<file path="src/rtl/alu_cmp_stage.sv">
`default_nettype none
// ============================================================================
// alu_cmp_stage : flag/compare stage behind the DSP adder, 2-entry skid output
// Rev 1.0
// ============================================================================
module alu_cmp_stage #(
  parameter int TAG_W = 5
) (
  input  logic             clk,
  input  logic             rst_n,
  input  logic             in_valid,
  output logic             in_ready,
  input  logic [32:0]      in_sum,
  input  logic             in_a_msb,
  input  logic             in_b_msb,
  input  logic             in_sub,
  input  logic [2:0]       in_op,
  input  logic [TAG_W-1:0] in_tag,
  output logic             out_valid,
  input  logic             out_ready,
  output logic [31:0]      out_sum,
  output logic             out_zero,
  output logic             out_neg,
  output logic             out_carry,
  output logic             out_ovf,
  output logic             out_taken,
  output logic [TAG_W-1:0] out_tag
);

  localparam logic [2:0] c_OP_BEQ  = 3'b000;
  localparam logic [2:0] c_OP_BNE  = 3'b001;
  localparam logic [2:0] c_OP_SLT  = 3'b010;
  localparam logic [2:0] c_OP_SLTU = 3'b011;
  localparam logic [2:0] c_OP_BLT  = 3'b100;
  localparam logic [2:0] c_OP_BGE  = 3'b101;
  localparam logic [2:0] c_OP_BLTU = 3'b110;
  localparam logic [2:0] c_OP_BGEU = 3'b111;

  typedef struct packed {
    logic [31:0]      sum;
    logic             zero;
    logic             neg;
    logic             carry;
    logic             ovf;
    logic             taken;
    logic [TAG_W-1:0] tag;
  } entry_t;

  typedef enum logic [1:0] {
    ST_EMPTY = 2'd0,
    ST_ONE   = 2'd1,
    ST_FULL  = 2'd2
  } state_t;

  state_t r_state;
  entry_t r_main;
  entry_t r_skid;
  logic   r_in_ready;
  logic   r_out_valid;

  logic   w_zero;
  logic   w_neg;
  logic   w_carry;
  logic   w_ovf;
  logic   w_lt;
  logic   w_ltu;
  logic   w_taken;
  logic   w_accept;
  logic   w_emit;
  entry_t w_entry;

  assign w_zero  = (in_sum[31:0] == 32'd0);
  assign w_neg   = in_sum[31];
  assign w_carry = in_sum[32];
  // For subtraction the effective second operand sign is inverted.
  assign w_ovf   = (in_sub ? (in_a_msb ^ in_b_msb) : ~(in_a_msb ^ in_b_msb))
                 & (in_sum[31] ^ in_a_msb);
  assign w_lt    = w_neg ^ w_ovf;
  assign w_ltu   = ~w_carry;

  always_comb begin
    w_taken = 1'b0;
    case (in_op)
      c_OP_BEQ:  w_taken = w_zero;
      c_OP_BNE:  w_taken = ~w_zero;
      c_OP_SLT:  w_taken = w_lt;
      c_OP_SLTU: w_taken = w_ltu;
      c_OP_BLT:  w_taken = w_lt;
      c_OP_BGE:  w_taken = ~w_lt;
      c_OP_BLTU: w_taken = w_ltu;
      c_OP_BGEU: w_taken = ~w_ltu;
      default:   w_taken = 1'b0;
    endcase
  end

  always_comb begin
    w_entry.sum   = in_sum[31:0];
    w_entry.zero  = w_zero;
    w_entry.neg   = w_neg;
    w_entry.carry = w_carry;
    w_entry.ovf   = w_ovf;
    w_entry.taken = w_taken;
    w_entry.tag   = in_tag;
  end

  assign w_accept = in_valid & r_in_ready;
  assign w_emit   = r_out_valid & out_ready;

  // Ready/valid are registered alongside the state so in_ready never sees out_ready.
  always_ff @(posedge clk or negedge rst_n) begin
    if (!rst_n) begin
      r_state     <= ST_EMPTY;
      r_main      <= '0;
      r_skid      <= '0;
      r_in_ready  <= 1'b1;
      r_out_valid <= 1'b0;
    end else begin
      case (r_state)
        ST_EMPTY: begin
          if (w_accept) begin
            r_main      <= w_entry;
            r_out_valid <= 1'b1;
            r_state     <= ST_ONE;
          end
        end
        ST_ONE: begin
          if (w_accept && w_emit) begin
            r_main <= w_entry;
          end else if (w_accept) begin
            r_skid     <= w_entry;
            r_in_ready <= 1'b0;
            r_state    <= ST_FULL;
          end else if (w_emit) begin
            r_out_valid <= 1'b0;
            r_state     <= ST_EMPTY;
          end
        end
        ST_FULL: begin
          if (w_emit) begin
            r_main     <= r_skid;
            r_in_ready <= 1'b1;
            r_state    <= ST_ONE;
          end
        end
        default: begin
          r_state     <= ST_EMPTY;
          r_in_ready  <= 1'b1;
          r_out_valid <= 1'b0;
        end
      endcase
    end
  end

  assign in_ready  = r_in_ready;
  assign out_valid = r_out_valid;
  assign out_sum   = r_main.sum;
  assign out_zero  = r_main.zero;
  assign out_neg   = r_main.neg;
  assign out_carry = r_main.carry;
  assign out_ovf   = r_main.ovf;
  assign out_taken = r_main.taken;
  assign out_tag   = r_main.tag;

endmodule
`default_nettype wire

</file>
<file path="config.mk">
export PLATFORM = sky130hd
export DESIGN_NAME = alu_cmp_stage
export DESIGN_NICKNAME = d
export VERILOG_FILES = /design/src/rtl/alu_cmp_stage.sv
export SDC_FILE = /design/constraint.sdc
export NUM_CORES = 1
export LEC_CHECK = 0
export CAP_MARGIN = 10
export CORE_MARGIN = 1
export CORE_UTILIZATION = 53
export DETAILED_ROUTE_END_ITERATION = 8
export PLACE_DENSITY = 0.93
export REMOVE_ABC_BUFFERS = 1
export SLEW_MARGIN = 0
export SYNTH_ARGS = -nofsm -noshare
export SYNTH_HDL_FRONTEND = slang
export SYNTH_SLANG_ARGS = --single-unit
</file>
<file path="constraint.sdc">
create_clock -name clk -period 3.1 [get_ports clk]
set_input_delay 0.465 -clock clk [delete_from_list [all_inputs] [get_ports clk]]
set_output_delay 0.465 -clock clk [all_outputs]
set_load 0.03 [all_outputs]
</file>
==> results of run 1 <==
[layer usage]
layer	up-vias	track usage [%]	wire, µm
li1	1510	-	-
met1	1523	31.2	3700
met2	87	41.1	4310
met3	4	4.55	412
met4	0	6.71	43
met5	-	0	0
[critical path, cell delays in order]
cell,delay [ns]
clkdlybuf4s50_1,0.57
a21boi_2,0.14
nor3_2,0.23
nand2b_2,0.37
buf_12,0.30
nor2_1,0.09
a21oi_1,0.13
[cell type report]
class,count,area (µm²),area share [%]
inverters,4,15.0,0.299
clock inverters,5,63.8,1.27
flip-flops and latches,86,2150,42.9
well taps,96,120,2.40
multi-input cells,291,1540,30.7
clock buffers,11,151,3.02
repair buffers,98,973,19.4
[power groups by stage]
stage | Clock [mW] | Combinational (mW) | Sequential (mW)
floorplan | 0 | 0.0298 | 1.14
global placement | 0 | 0.131 | 1.14
detailed placement | 0 | 0.134 | 1.14
CTS | 0.838 | 0.134 | 1.12
global route | 0.878 | 0.147 | 1.12
finish | 0.827 | 0.133 | 1.12
[registers in the layout (all words and copies together) (netlist names)]
name and flops:
r_skid 41, out_sum 31, out_tag 5, r_state 2, in_ready 1, out_carry 1
out_neg 1, out_ovf 1, out_taken 1, out_valid 1, out_zero 1
[per-stage QoR]
stage	setup TNS, ns	power (mW)	utilization (%)	worst slack [ns]
2_1_floorplan	-83.75	1.17	-	-2.06
3_3_place_gp	0	1.27	69.5	0.841
3_5_place_dp	0	1.28	69.5	0.697
4_1_cts	0	2.09	72.6	1.04
5_1_grt	0	2.15	72.6	0.891
6_report	0	2.08	72.6	1.03
[kinds of logic (layout without fill, tap and decap cells)]
| logic type | after synthesis | count (layout) | synth area share [%] |
|---|---|---|---|
| buf+inv | 28 | 118 | 4.20 |
| mux | 41 | 41 | 10.7 |
| flops | 86 | 86 | 56.0 |
| xor+xnor | 3 | 3 | 0.684 |
| compound gates | 57 | 57 | 8.17 |
| simple gates | 190 | 190 | 20.2 |
[worst min path at each step]
stage,depth (start not counted),to
3_3_place_gp,2,r_skid[23]$_DFFE_PN0P_
6_report,1,out_valid$_DFFE_PN0P_
3_5_place_dp,2,r_skid[21]$_DFFE_PN0P_
2_1_floorplan,0,out_carry$_DFFE_PN0P_
5_1_grt,1,r_skid[35]$_DFFE_PN0P_
4_1_cts,1,out_sum[1]$_DFFE_PN0P_
[layout by cell type (no fill, tap or decap), types with 2 or more instances in the layout]
master,n
nand2_1,125
clkdlybuf4s50_1,90
dfrtp_1,85
nor2_1,44
a21oi_1,44
mux2i_1,40
clkbuf_8,11
nor4_1,8
buf_4,7
inv_1,4
a31oi_1,3
xor2_1,2
nand4_1,2
o21ai_0,2
o211ai_1,2
nand2b_1,2
o22ai_1,2
inv_6,2
==> results by group, run 1 <==
Routing
  – Final routed DRC violation total: 0
  – Number of iterations in the first detailed-routing pass: 4
  – Average wire per standard cell: roughly 14 µm
  – Total vias in the final route: 3124
  – Wire length after detailed routing: roughly 8500 µm
  – Detail Route Antenna Nets: 0
  – Number of vias per cell after detailed routing: roughly 5.3
  – Initial DRC Count: 115

Run
  – Count of max-cap constraint violations: 0

Run status
  – Run status: finished clean

STA
  – Hold Vio Cnt, Final: 0
  – Relative max-transition margin: between 20 and 30%
  – Minimum period implied by the final worst setup slack: 2.07 ns
  – Post-route clock skew: ~0.012 ns
  – Timing-limited maximum frequency: between 400 and 500 MHz
  – Final setup violation count: 0
  – Final Max Tran Viols: 0
  – Fin Hold WS: 0.300 ns
  – Crit share post-route: roughly 67%
  – Slew @ Worst Pin: 1.06 ns
  – RSZ-0062 raised after global routing: no

Yosys
  – Cell variety after synth: 33
  – Most instantiated flip-flop cell in the synthesis netlist: dfrtp_1
  – Post-synthesis cell type with the largest combined area: dfrtp_1
  – Most instantiated library cell after synthesis: nand2_1
  – Avg Synthesized Cell Area: 9.49 µm²
  – Summed instance area of the synthesized netlist: between 3000 and 4000 µm²
  – Fraction of synthesis flops using an asynchronous set or reset pin: 100%
  – Register bit total from synthesis: 86
  – Dominant cells by area after synthesis: dfrtp_1 55%, nand2_1 12%, mux2i_1 10%, a21oi_1 5.7%, nor2_1 4.3%
  – Synthesized netlist cell count: between 400 and 500
  – Synth warn: 0
  – Top cells by instance count after synthesis: 125 x nand2_1, 85 x dfrtp_1, 44 x a21oi_1, 44 x nor2_1, 40 x mux2i_1
  – Number of enable flip-flop cells after synthesis: 0
  – Proportion of synthesized chip area in sequential cells: between 50% and 60%
  – Post-synth top area share: 55.4%

CTS
  – Cells resized by post-CTS repair: 0
  – Clock-pin transition on the worst setup and hold timing paths: ~0.080 ns
  – TritonCTS clock tree: yes
  – Cts hold-fix bufs: 0
  – Root buffer selected by CTS: clkbuf_8
  – Worst-Skew Late Latency: ~0.34 ns
  – Maximum clock insertion buffer count: 2
  – Clk sinks: 86
  – Max H-tree Level: 3
  – Post-CTS Setup Repair Bufs: 0
  – Clock buffer count from CTS: 9

Finish
  – Filler-free cell count of the finished design: between 500 and 600
  – Diode count: 0
  – Post-route standard cell area excluding fillers: approximately 5000 µm²
  – Fraction of final layout cells with drive strength greater than 1: under 10%
  – Count of nets after finishing: about 540
  – Area added between synthesis and finish: 30.5%
  – Total of fill cells in the finished design: between 500 and 600

Worst setup path
  – Peak fanout along the critical path: 64
  – Startpoint of the worst-slack reg-to-reg timing path: r_state[0]$_DFFE_PN0P_
  – Category of the most critical setup path: in -> reg
  – End of the worst register-to-register path: out_sum[7]$_DFFE_PN0P_
  – Required @ worst endpoint: about 3.4 ns
  – Sort of element at the end of the critical path: flip-flop
  – Cell depth of the worst flop-to-flop path: 6
  – Worst setup path startpoint: out_ready
  – Reg2reg setup slack: 1.20 ns
  – WP data arrival: 2.33 ns
  – CP startpoint kind: input port
  – End of the critical path: out_sum[7]$_DFFE_PN0P_

Pwr
  – Combinational fraction of design power: 6.4%
  – Net switching power figure: 467 µW
  – Proportion of power drawn by the clock network: between 30% and 40%
  – Leakage power of the design: 2.34 nW
  – Worst supply voltage drop on vdd: a little under 400 µV
  – Internal Dissipation: 1.61 mW
  – Sequential power share: 53.9%
  – PD cells: roughly 410 nW/µm²
  – Proportion of total power due to net switching: 22.4%

Floorplanning
  – Area inside the core boundary: approximately 6900 µm²
  – Total Die Area: ~7600 µm²
  – Die width: between 80 and 90 µm
  – Initial Utilization: 55.6%
  – Number of cell rows: 30
  – Floorplan die height: 87.1 µm
  – I/O pins: between 90 and 100

Global route
  – Initial antenna violation count: 0
  – Pin count of the biggest net entering global routing: just under 90
  – Via count of the first global-routing pass: a little over 3000
  – Total track usage: 23.9%
  – First-pass GRT wire length: 14000 µm
  – Aggregate global routing overflow: 0

Place
  – HPWL after DPL: a little under 6000 µm
  – Buffers on Ports: between 90 and 100
  – Total cell area at the placement stage: approximately 4800 µm²
  – Cells after DPL: 575
  – Routability congestion estimate: about 0.75

Worst hold path
  – Worst hold path class: in -> async
No activity file was read; power rests on OpenSTA's default activity.
==> run 2, diff against run 1 <==
- CORE_UTILIZATION: 53 -> 45
- PLACE_DENSITY: 0.93 -> 0.84
- clock period: 3.1 -> 1.8 ns (I/O delays scaled with it)
==> run 2 against run 1 <==
Against the previous run:
- combinational power up 110%
- clock-buffer cell count decreased by 1
- utilization decreased by 8.7 points
- total power up 69%
- first-iteration DRC count is 17% higher
- die area increased by 17%
- routed wire length grew 5.7%
- non-clock buffer count rose by 27
- critical path type is now reg -> out
==> results by group, run 2 (synthesized netlist as in run 1, its figures left out) <==
Routing
  – Detail Route Antenna Nets: 0 (unchanged)
  – Wire length after detailed routing: 8950 µm (was 8470 µm)
  – Initial DRC Count: 135 (was 115)
  – Number of vias per cell after detailed routing: 5.13 (was 5.29)
  – Final routed DRC violation total: 0 (unchanged)
  – Number of iterations in the first detailed-routing pass: 6 (was 4)
  – Total vias in the final route: 3215 (was 3124)
  – Average wire per standard cell: 14.3 µm (about the same)

Worst setup path
  – Cells traversed along the worst timing path: clkdlybuf4s50_1 (was clkdlybuf4s50_1 -> a21boi_2 -> nor3_2 -> nand2b_2 -> buf_12 -> nor2_1 -> a21oi_1)
  – Category of the most critical setup path: reg -> out (was in -> reg)
  – Required @ worst endpoint: 1.53 ns (was 3.37 ns)
  – Critical path buffer and inverter count: 1 (was 2)
  – Delay-heaviest family, CP: buffers and inverters (unchanged)
  – CP startpoint kind: flip-flop (was input port)
  – Highest-delay cell along the critical path: clkdlybuf4s50_1 (unchanged)
  – Peak fanout along the critical path: 2 (was 64)
  – Sort of element at the end of the critical path: output pin (was flip-flop)
  – Longest individual stage delay on the worst path: 0.69 ns (was 0.57 ns)
  – WP data arrival: 1.43 ns (was 2.33 ns)

STA
  – Slew @ Worst Pin: 0.475 ns (was 1.06 ns)
  – Hold Vio Cnt, Final: 0 (unchanged)
  – Post-route clock skew: 0.0112 ns (was 0.0119 ns)
  – Final setup violation count: 0 (unchanged)
  – TNS Setup: 0 ns (unchanged)
  – Timing-limited maximum frequency: 587 MHz
  – Relative max-transition margin: 68.3% (was 29.6%)
  – Final Max Tran Viols: 0 (unchanged)
  – Minimum period implied by the final worst setup slack: 1.70 ns
  – RSZ-0062 raised after global routing: no (unchanged)
  – Crit share post-route: 94.6%

Global route
  – Via count of the first global-routing pass: 3189 (was 3030)
  – GR Util met2: 36.6% (was 41.1%)
  – Initial antenna violation count: 0 (unchanged)
  – Met1 Use GR: 27.1% (was 31.2%)
  – Total track usage: 21.5% (was 23.9%)
  – Met3 track utilization from global routing: 4.51% (was 4.55%)
  – Most Used Layer, Global Route: met2 (unchanged)
  – Pin count of the biggest net entering global routing: 87 (unchanged)
  – Aggregate global routing overflow: 0 (unchanged)
  – First-pass GRT wire length: 14800 µm (was 14000 µm)

CTS
  – TritonCTS clock tree: yes (unchanged)
  – Clock-pin transition on the worst setup and hold timing paths: 0.10 ns (was 0.08 ns)
  – Worst-Skew Late Latency: 0.35 ns (was 0.34 ns)
  – Maximum clock insertion buffer count: 2 (unchanged)
  – Root buffer selected by CTS: clkbuf_8 (unchanged)
  – Post-CTS Setup Repair Bufs: 0 (unchanged)
  – Clk sinks: 86 (unchanged)
  – Clock buffer count from CTS: 9 (unchanged)
  – Max H-tree Level: 3 (unchanged)

Floorplanning
  – Total Die Area: 8910 µm² (was 7590 µm²)
  – Number of cell rows: 33 (was 30)
  – Floorplan die height: 94.4 µm (was 87.1 µm)
  – Area inside the core boundary: 8260 µm² (was 6910 µm²)
  – Die width: 94.4 µm (was 87.1 µm)
  – I/O pins: 92 (unchanged)
  – Initial Utilization: 46.5% (was 55.6%)

Place
  – Total cell area at the placement stage: 5070 µm² (was 4800 µm²)
  – HPWL after DPL: 5980 µm (was 5840 µm)
  – Routability congestion estimate: 0.742 (was 0.753)
  – Buffers on Ports: 91 (unchanged)

Pwr
  – Leakage power of the design: 2.48 nW (was 2.34 nW)
  – Sequential power share: 54.8% (was 53.9%)
  – PD cells: 667 nW/µm² (was 415 nW/µm²)
  – Proportion of power drawn by the clock network: 37.3% (was 39.7%)
  – Internal Dissipation: 2.65 mW (was 1.61 mW)
  – Net switching power figure: 873 µW (was 467 µW)
  – Worst supply voltage drop on vdd: 410 µV (was 389 µV)
  – Combinational fraction of design power: 7.8% (was 6.4%)
  – Proportion of total power due to net switching: 24.8% (was 22.4%)

Finish
  – Total of fill cells in the finished design: 695 (was 522)
  – Area added between synthesis and finish: 37.4% (was 30.5%)
  – Leading cell type in the layout, fill and taps excluded: nand2_1 (unchanged)
  – Top reg by flops: r_skid (unchanged)
  – Post-route standard cell area excluding fillers: 5280 µm² (was 5010 µm²)
  – Diode count: 0 (unchanged)
  – Count of nets after finishing: 565 (was 538)
  – Max FFs per register: 41 (unchanged)
  – Area of the multi-input gates: 1550 µm² (was 1540 µm²)
  – Sequential cell area: 2150 µm² (unchanged)
  – Most frequent cells in the layout: 125 x nand2_1, 88 x clkdlybuf4s50_1, 85 x dfrtp_1 (was 125 x nand2_1, 90 x clkdlybuf4s50_1, 85 x dfrtp_1)
  – Fraction of final layout cells with drive strength greater than 1: 11.9% (was 6.67%)

Run
  – Count of max-cap constraint violations: 0 (unchanged)

Run status
  – Run status: finished clean (unchanged)

Worst hold path
  – Worst hold path class: in -> async (unchanged)
-- run 2: cell count changes in the layout (fill, tap and decap cells not counted), sizes merged --
| cell | before | now |
|---|---|---|
| inv | 6 | 7 |
| clkinvlp | 1 | 2 |
| clkbuf | 11 | 10 |
| bufinv | 1 | 0 |
| buf | 8 | 34 |
| dlygate4sd2 | 0 | 2 |
| clkdlybuf4s50 | 90 | 88 |
| dlygate4sd3 | 0 | 1 |
-- run 2: final timing paths --
kind	cells past startpoint	to	slack [ns]	start
worst max-delay path	1	out_sum[24]	0.1	out_sum[24]$_DFFE_PN0P_
max in group asynchronous	3	r_skid[21]$_DFFE_PN0P_	0.95	rst_n
worst max register to register	6	out_sum[1]$_DFFE_PN0P_	0.23	in_ready$_DFFE_PN1P_
worst min-delay path	3	r_state[1]$_DFFE_PN0P_	0.46	rst_n
worst min register to register	2	r_skid[21]$_DFFE_PN0P_	0.48	r_skid[21]$_DFFE_PN0P_
min in group clk	3	r_skid[4]$_DFFE_PN0P_	0.47	in_tag[4]
-- run 2: per-stage QoR --
| stage | total power, mW | util (%) | setup slack, ns | std cells | hold slack [ns] |
|---|---|---|---|---|---|
| 6_report | 3.52 | 63.9 | 0.0969 | 627 | 0.463 |
| 5_1_grt | 3.65 | 63.9 | 0.0264 | 627 | 0.469 |
| 4_1_cts | 3.54 | 63.8 | 0.0709 | 627 | 0.460 |
| 3_5_place_dp | 2.24 | 61.4 | -0.293 | 610 | 0.347 |
| 3_3_place_gp | 2.23 | 61.4 | -0.241 | 610 | 0.341 |
| 2_1_floorplan | 2.02 | - | -3.36 | 381 | -0.0256 |
-- run 2: power groups by stage --
stage	sequential (mW)	combinational, mW	clock (mW)
6_report	1.93	0.275	1.31
5_1_grt	1.93	0.302	1.42
4_1_cts	1.93	0.276	1.34
3_5_place_dp	1.97	0.272	0
3_3_place_gp	1.97	0.264	0
2_1_floorplan	1.97	0.0513	0
-- run 2: final cells by class --
type | count | share of cell area (%)
inverter | 4 | 0.284
tap | 105 | 2.49
sequential | 86 | 40.8
clock buffer | 10 | 2.61
clock inverter | 6 | 0.995
multi-input combinational | 291 | 29.4
timing repair buffer | 125 | 23.5
-- run 2: metal layers --
layer,share of wire (%),vias to the layer above
met5,0,-
met4,1.5,0
met3,4.2,14
met2,50,76
met1,45,1566
li1,-,1559
-- run 2: worst register-to-register path, stage by stage (launching register included) --
cell and delay (ns):
dfstp_2 0.55, nand2_1 0.13, nor3_2 0.17, nand2b_2 0.26
buf_12 0.20, nor2_1 0.06, a21oi_1 0.14
-- run 2: what timing repair did --
item                                    in CTS  in global routing
hold endpoints to repair                    85                  0
pin swaps                                    0                  0
hold buffers                                 1                  0
endpoints found under the setup margin       2                  3
resized for setup                            2                  2
==> run 3, diff against run 2 <==
- CAP_MARGIN: 10 -> unset
==> results of run 3 <==
Final layout, timing and power as in run 2 (identical DEF).
